===== src/rtl/swap_cmd_sched.sv =====
// Swap command scheduler: queues address-pair swap requests and issues them one
// at a time to a swap engine, muxing host write/read traffic through when idle.
module swap_cmd_sched #(
    parameter int width       = 7,
    parameter int depth       = 8,
    parameter int FIFO_DEPTH  = 4,
    parameter int SWAP_CYCLES = 3
) (
    input  logic             clk,
    input  logic             rstn,
    input  logic             req_valid,
    output logic             req_ready,
    input  logic [width-1:0] req_addr_a,
    input  logic [width-1:0] req_addr_b,
    input  logic             host_we,
    input  logic [width-1:0] host_address_w,
    input  logic [depth-1:0] host_data_w,
    input  logic [width-1:0] host_address_r,
    output logic             host_stall,
    output logic             swap,
    output logic [width-1:0] address_a,
    output logic [width-1:0] address_b,
    output logic [width-1:0] address_w,
    output logic [width-1:0] address_r,
    output logic             we,
    output logic [depth-1:0] data_w,
    output logic             busy,
    output logic [2:0]       pending
);

    localparam int PTR_W = (FIFO_DEPTH > 1) ? $clog2(FIFO_DEPTH) : 1;
    localparam int CNT_W = $clog2(SWAP_CYCLES + 1);

    localparam logic [2:0]       FULL     = 3'(FIFO_DEPTH);
    localparam logic [PTR_W-1:0] PTR_LAST = PTR_W'(FIFO_DEPTH - 1);
    localparam logic [CNT_W-1:0] CNT_LOAD = CNT_W'(SWAP_CYCLES);
    localparam logic [CNT_W-1:0] CNT_ONE  = CNT_W'(1);

    typedef enum logic [1:0] {
        IDLE,
        ISSUE,
        BUSY
    } state_t;

    state_t           state;
    logic [CNT_W-1:0] cnt;
    logic [PTR_W-1:0] wr_ptr;
    logic [PTR_W-1:0] rd_ptr;
    logic [width-1:0] fifo_a [FIFO_DEPTH];
    logic [width-1:0] fifo_b [FIFO_DEPTH];

    logic push;
    logic pop;

    function automatic logic [PTR_W-1:0] ptr_inc(input logic [PTR_W-1:0] p);
        return (p == PTR_LAST) ? '0 : p + 1'b1;
    endfunction

    // Readiness uses the registered count, so a full queue refuses even if a pop is due.
    assign req_ready = rstn && (pending != FULL);
    // Same-address swaps are no-ops: accepted but never stored.
    assign push      = req_valid && req_ready && (req_addr_a != req_addr_b);
    assign pop       = (state == IDLE) && (pending != '0) && !host_we;

    // NOTE: queue storage has no reset; validity is tracked by pending and the pointers.
    always_ff @(posedge clk) begin
        if (push) begin
            fifo_a[wr_ptr] <= req_addr_a;
            fifo_b[wr_ptr] <= req_addr_b;
        end
    end

    always_ff @(posedge clk or negedge rstn) begin
        if (!rstn) begin
            state     <= IDLE;
            cnt       <= '0;
            pending   <= '0;
            wr_ptr    <= '0;
            rd_ptr    <= '0;
            address_a <= '0;
            address_b <= '0;
            swap      <= 1'b0;
            busy      <= 1'b0;
        end else begin
            pending <= pending + {2'b00, push} - {2'b00, pop};
            if (push) wr_ptr <= ptr_inc(wr_ptr);
            if (pop)  rd_ptr <= ptr_inc(rd_ptr);

            case (state)
                IDLE: begin
                    if (pop) begin
                        state     <= ISSUE;
                        address_a <= fifo_a[rd_ptr];
                        address_b <= fifo_b[rd_ptr];
                        swap      <= 1'b1;
                        busy      <= 1'b1;
                    end
                end
                ISSUE: begin
                    state <= BUSY;
                    cnt   <= CNT_LOAD;
                    swap  <= 1'b0;
                end
                BUSY: begin
                    if (cnt == CNT_ONE) begin
                        state <= IDLE;
                        cnt   <= '0;
                        busy  <= 1'b0;
                    end else begin
                        cnt <= cnt - 1'b1;
                    end
                end
                default: begin
                    state <= IDLE;
                    swap  <= 1'b0;
                    busy  <= 1'b0;
                end
            endcase
        end
    end

    // NOTE: every output of this block gets a default first so no latch is inferred.
    always_comb begin
        we         = 1'b0;
        address_w  = '0;
        address_r  = '0;
        data_w     = '0;
        host_stall = 1'b1;
        if (state == IDLE) begin
            we         = host_we;
            address_w  = host_address_w;
            address_r  = host_address_r;
            data_w     = host_data_w;
            host_stall = 1'b0;
        end
    end

endmodule


===== config.mk =====
export PLATFORM = sky130hd
export DESIGN_NAME = swap_cmd_sched
export DESIGN_NICKNAME = d
export VERILOG_FILES = /design/src/rtl/swap_cmd_sched.sv
export SDC_FILE = /design/constraint.sdc
export NUM_CORES = 1
export LEC_CHECK = 0
export CAP_MARGIN = 20
export CORE_UTILIZATION = 35
export DETAILED_ROUTE_END_ITERATION = 16
export GPL_ROUTABILITY_DRIVEN = 0
export PLACE_DENSITY_LB_ADDON = 0.12
export SYNTH_ARGS = -nofsm -noshare
export SYNTH_HDL_FRONTEND = slang
export SYNTH_SLANG_ARGS = --single-unit

===== constraint.sdc =====
create_clock -name clk -period 3.3 [get_ports clk]
set_input_delay 0.66 -clock clk [delete_from_list [all_inputs] [get_ports clk]]
set_output_delay 0.66 -clock clk [all_outputs]
set_load 0.005 [all_outputs]

==> out/qor.yml <==
setup_path:
  regToRegEndpoint: "pending[1]"
  cp_data_arrival_time_ns: 2.16
  worstRegToRegCells: 9
  end_kind: "primary output"
  path_max_fanout: 2
  cp-start-kind: "input pin"
  rr_startpoint: "state[1]"
  path_class: "input pin to primary output"
  startpoint: "rstn"
  reg2reg_slack_ns: 0.90
  required_ns: 2.64
  critPathCapture: "req_ready"
finish:
  diodes: 0
  register_area_mm2: 0.002357
  multi_input_area_mm2: 0.001079
  fin_nets: 347
  syn_to_final_growth_pct: 33.91
  drive_gt1_share_pct: 16.39
  stdcell_area_mm2: 0.004723
  n_fill_cell: 872
yosys:
  synth_top_family_by_area: "multiplexers"
  muxShareOfSynthArea_pct: 15.32
  synthAdderAreaFrac_pct: 4.824
  synth_fp_nets: 256
  seq_area_frac_synth_pct: 66.83
  synthDistinctLibCells: 28
  ys_seq_elements: 83
  synth_xor_area_share_pct: 2.235
  netlist_area_mm2: 0.003527
  synth_compound_area_share_pct: 2.341
  netlist_instances: 203
  yosys_warnings: 0
  syn_area_per_cell_um2: 17.38
  synthSimpleGateAreaFrac_pct: 5.853
routing:
  wl_per_cell_um: 16.47
  post-route-drc-count: 0
  ant_nets: 0
  viasPerCell: 4.502
  drt_first_pass_iters: 4
  vias: 1945
  drt-total-wl_mm: 7.114
  drtIter0Drc: 92
clock_tree:
  clock_latency_ns: 0.35
  cts_tree: "yes"
  cts_root_buf: "clkbuf_8"
  path_clk_slew_ns: 0.08
  h-tree-depth: 3
  clockBufferDepth: 2
  cts_buffers: 9
  cts_resized: 0
  post_cts_buffers: 0
  clock_sinks: 83
  hold_buffers: 0
floorplan:
  ios: 84
  core_mm2: 0.009774
  die_h_um: 102.4
  die_area_mm2: 0.01048
  fp.dieW_um: 102.4
  initial_core_util_pct: 36.09
  num_rows: 36
timing:
  tightest_slew_ns: 1.025
  rsz0062_at_grt: "no"
  setup_ws_ns: 0.4771
  slew_headroom_pct: 31.68
  clock_skew_ns: 0.007330
  finalCriticalPeriod_ns: 2.823
  fin_setup_tns_ns: 0
  fmax_mhz: 354.2
  finalHoldViolations: 0
  slew_viol_final: 0
  finalCritPeriodShare_pct: 85.54
  setup_violations: 0
  holdWs_ns: 0.4899
power_and_ir_drop:
  power_per_cell_area_mw_per_mm2: 798.2
  ir_drop_mv: 0.3439
  p_leak_nw: 1.712
  power_mw: 3.770
placed_design:
  portBuffers: 83
  pre_cts_slack_ns: 0.2650
  post_dp_cell_area_mm2: 0.004506
min_path:
  min_path_type: "flip-flop to flip-flop"
global_routing:
  grt_pass1_wl_mm: 10.83
  grt_pass1_vias: 1946
  grt_overflow: 0
  grt_max_degree: 28
  antenna_found_initial: 0
  grt_usage_pct: 14.72
run:
  max_cap_viol_count: 0
status:
  status: "completed"
## cell usage in the layout (no fill, tap or decap), types with 2 or more instances in the layout
| cell type | instances |
|---|---|
| xnor2_1 | 7 |
| mux4_2 | 14 |
| xor2_1 | 2 |
| edfxtp_1 | 56 |
| o21ai_0 | 6 |
| inv_1 | 10 |
| clkdlybuf4s50_1 | 83 |
| buf_4 | 3 |
| mux2_1 | 7 |
| clkbuf_8 | 9 |
| bufinv_16 | 2 |
| clkinv_4 | 2 |
| ha_1 | 12 |
| and2_1 | 27 |
| dfrtp_1 | 27 |
| mux2_2 | 13 |
| nor2_1 | 3 |
## through the flow
step | cells | util, %
after floorplan | 203 | -
after global placement | 416 | 46.10
after detailed placement | 416 | 46.10
after CTS | 432 | 48.32
after global routing | 432 | 48.32
final | 432 | 48.32
## worst min path at each step
| stage | from | endpoint | slack (ns) | depth (start not counted) |
|---|---|---|---|---|
| global placement | address_b[0] | address_b[0] | 0.47 | 1 |
| detailed placement | address_b[0] | address_b[0] | 0.47 | 1 |
| CTS | address_b[0] | address_b[0] | 0.49 | 1 |
| finish | address_a[4] | address_a[4] | 0.49 | 1 |
| global route | address_b[3] | address_b[3] | 0.51 | 1 |
| floorplan | rstn | address_a[0] | 0.36 | 0 |
## critical path: stages
cell and delay [ns]:
clkdlybuf4s50_1 0.53, a21boi_0 0.29, buf_4 0.18, clkdlybuf4s50_1 0.50
## cell usage after synthesis
master | count | area (um^2)
nor3_1 | 1 | 5.000
mux2_2 | 13 | 146.4
ha_1 | 12 | 150.1
o21ai_0 | 6 | 30.03
clkbuf_1 | 3 | 11.26
inv_1 | 10 | 37.54
fa_1 | 1 | 20.02
xor2_1 | 2 | 17.52
and2_1 | 27 | 168.9
or3_4 | 1 | 11.26
o21bai_1 | 1 | 7.510
buf_6 | 2 | 22.52
nand2_1 | 1 | 3.750
nand4_1 | 1 | 6.260
o211ai_1 | 1 | 7.510
xnor2_1 | 7 | 61.31
mux2_1 | 7 | 78.83
clkinv_4 | 1 | 8.760
dfrtp_1 | 27 | 675.7
mux4_2 | 14 | 315.3
a21boi_0 | 1 | 7.510
o21a_1 | 1 | 7.510
inv_2 | 1 | 3.750
buf_4 | 1 | 7.510
o22ai_2 | 1 | 12.51
nor2_1 | 3 | 11.26
o311a_1 | 1 | 10.01
edfxtp_1 | 56 | 1682
## state kept, by name, indices dropped and copies added (netlist names)
register   flops
address_a      7
address_b      7
busy           1
cnt            2
fifo_a        28
fifo_b        28
pending        3
rd_ptr         2
state          2
swap           1
wr_ptr         2
## kinds of logic (layout without fill, tap and decap cells)
family | count (synthesis) | count (layout)
AO/OA/AOI/OAI | 12 | 12
AND/OR/NAND/NOR | 34 | 34
adder cells (fa/ha/maj) | 13 | 13
multiplexers | 34 | 34
XOR/XNOR | 9 | 9
buffers and inverters | 18 | 114
flip-flops | 83 | 83
## routing by layer
| metal | track usage [%] | vias up | wire length [um] |
|---|---|---|---|
| li1 | - | 927 | - |
| met1 | 20.17 | 978 | 3304 |
| met2 | 22.56 | 34 | 3503 |
| met3 | 4.651 | 6 | 237 |
| met4 | 4.286 | 0 | 68 |
| met5 | 0 | - | 0 |
## report_power, final
part | internal, mW | leakage [nW] | switching, mW | total [mW]
Clock | 0.429 | 0.107 | 0.367 | 0.796
Sequential | 1.36 | 0.826 | 0.218 | 1.58
Combinational | 0.882 | 0.779 | 0.510 | 1.39
Total | 2.67 | 1.71 | 1.10 | 3.77
## cell type report
class	count	area share (%)
Clock buffer	10	2.702
Timing Repair Buffer	86	18.07
Sequential cell	83	49.91
Multi-Input combinational cell	102	22.83
Inverter	12	1.060
Clock inverter	6	1.907
Tap cell	133	3.523
No activity file was read; power rests on OpenSTA's default activity.
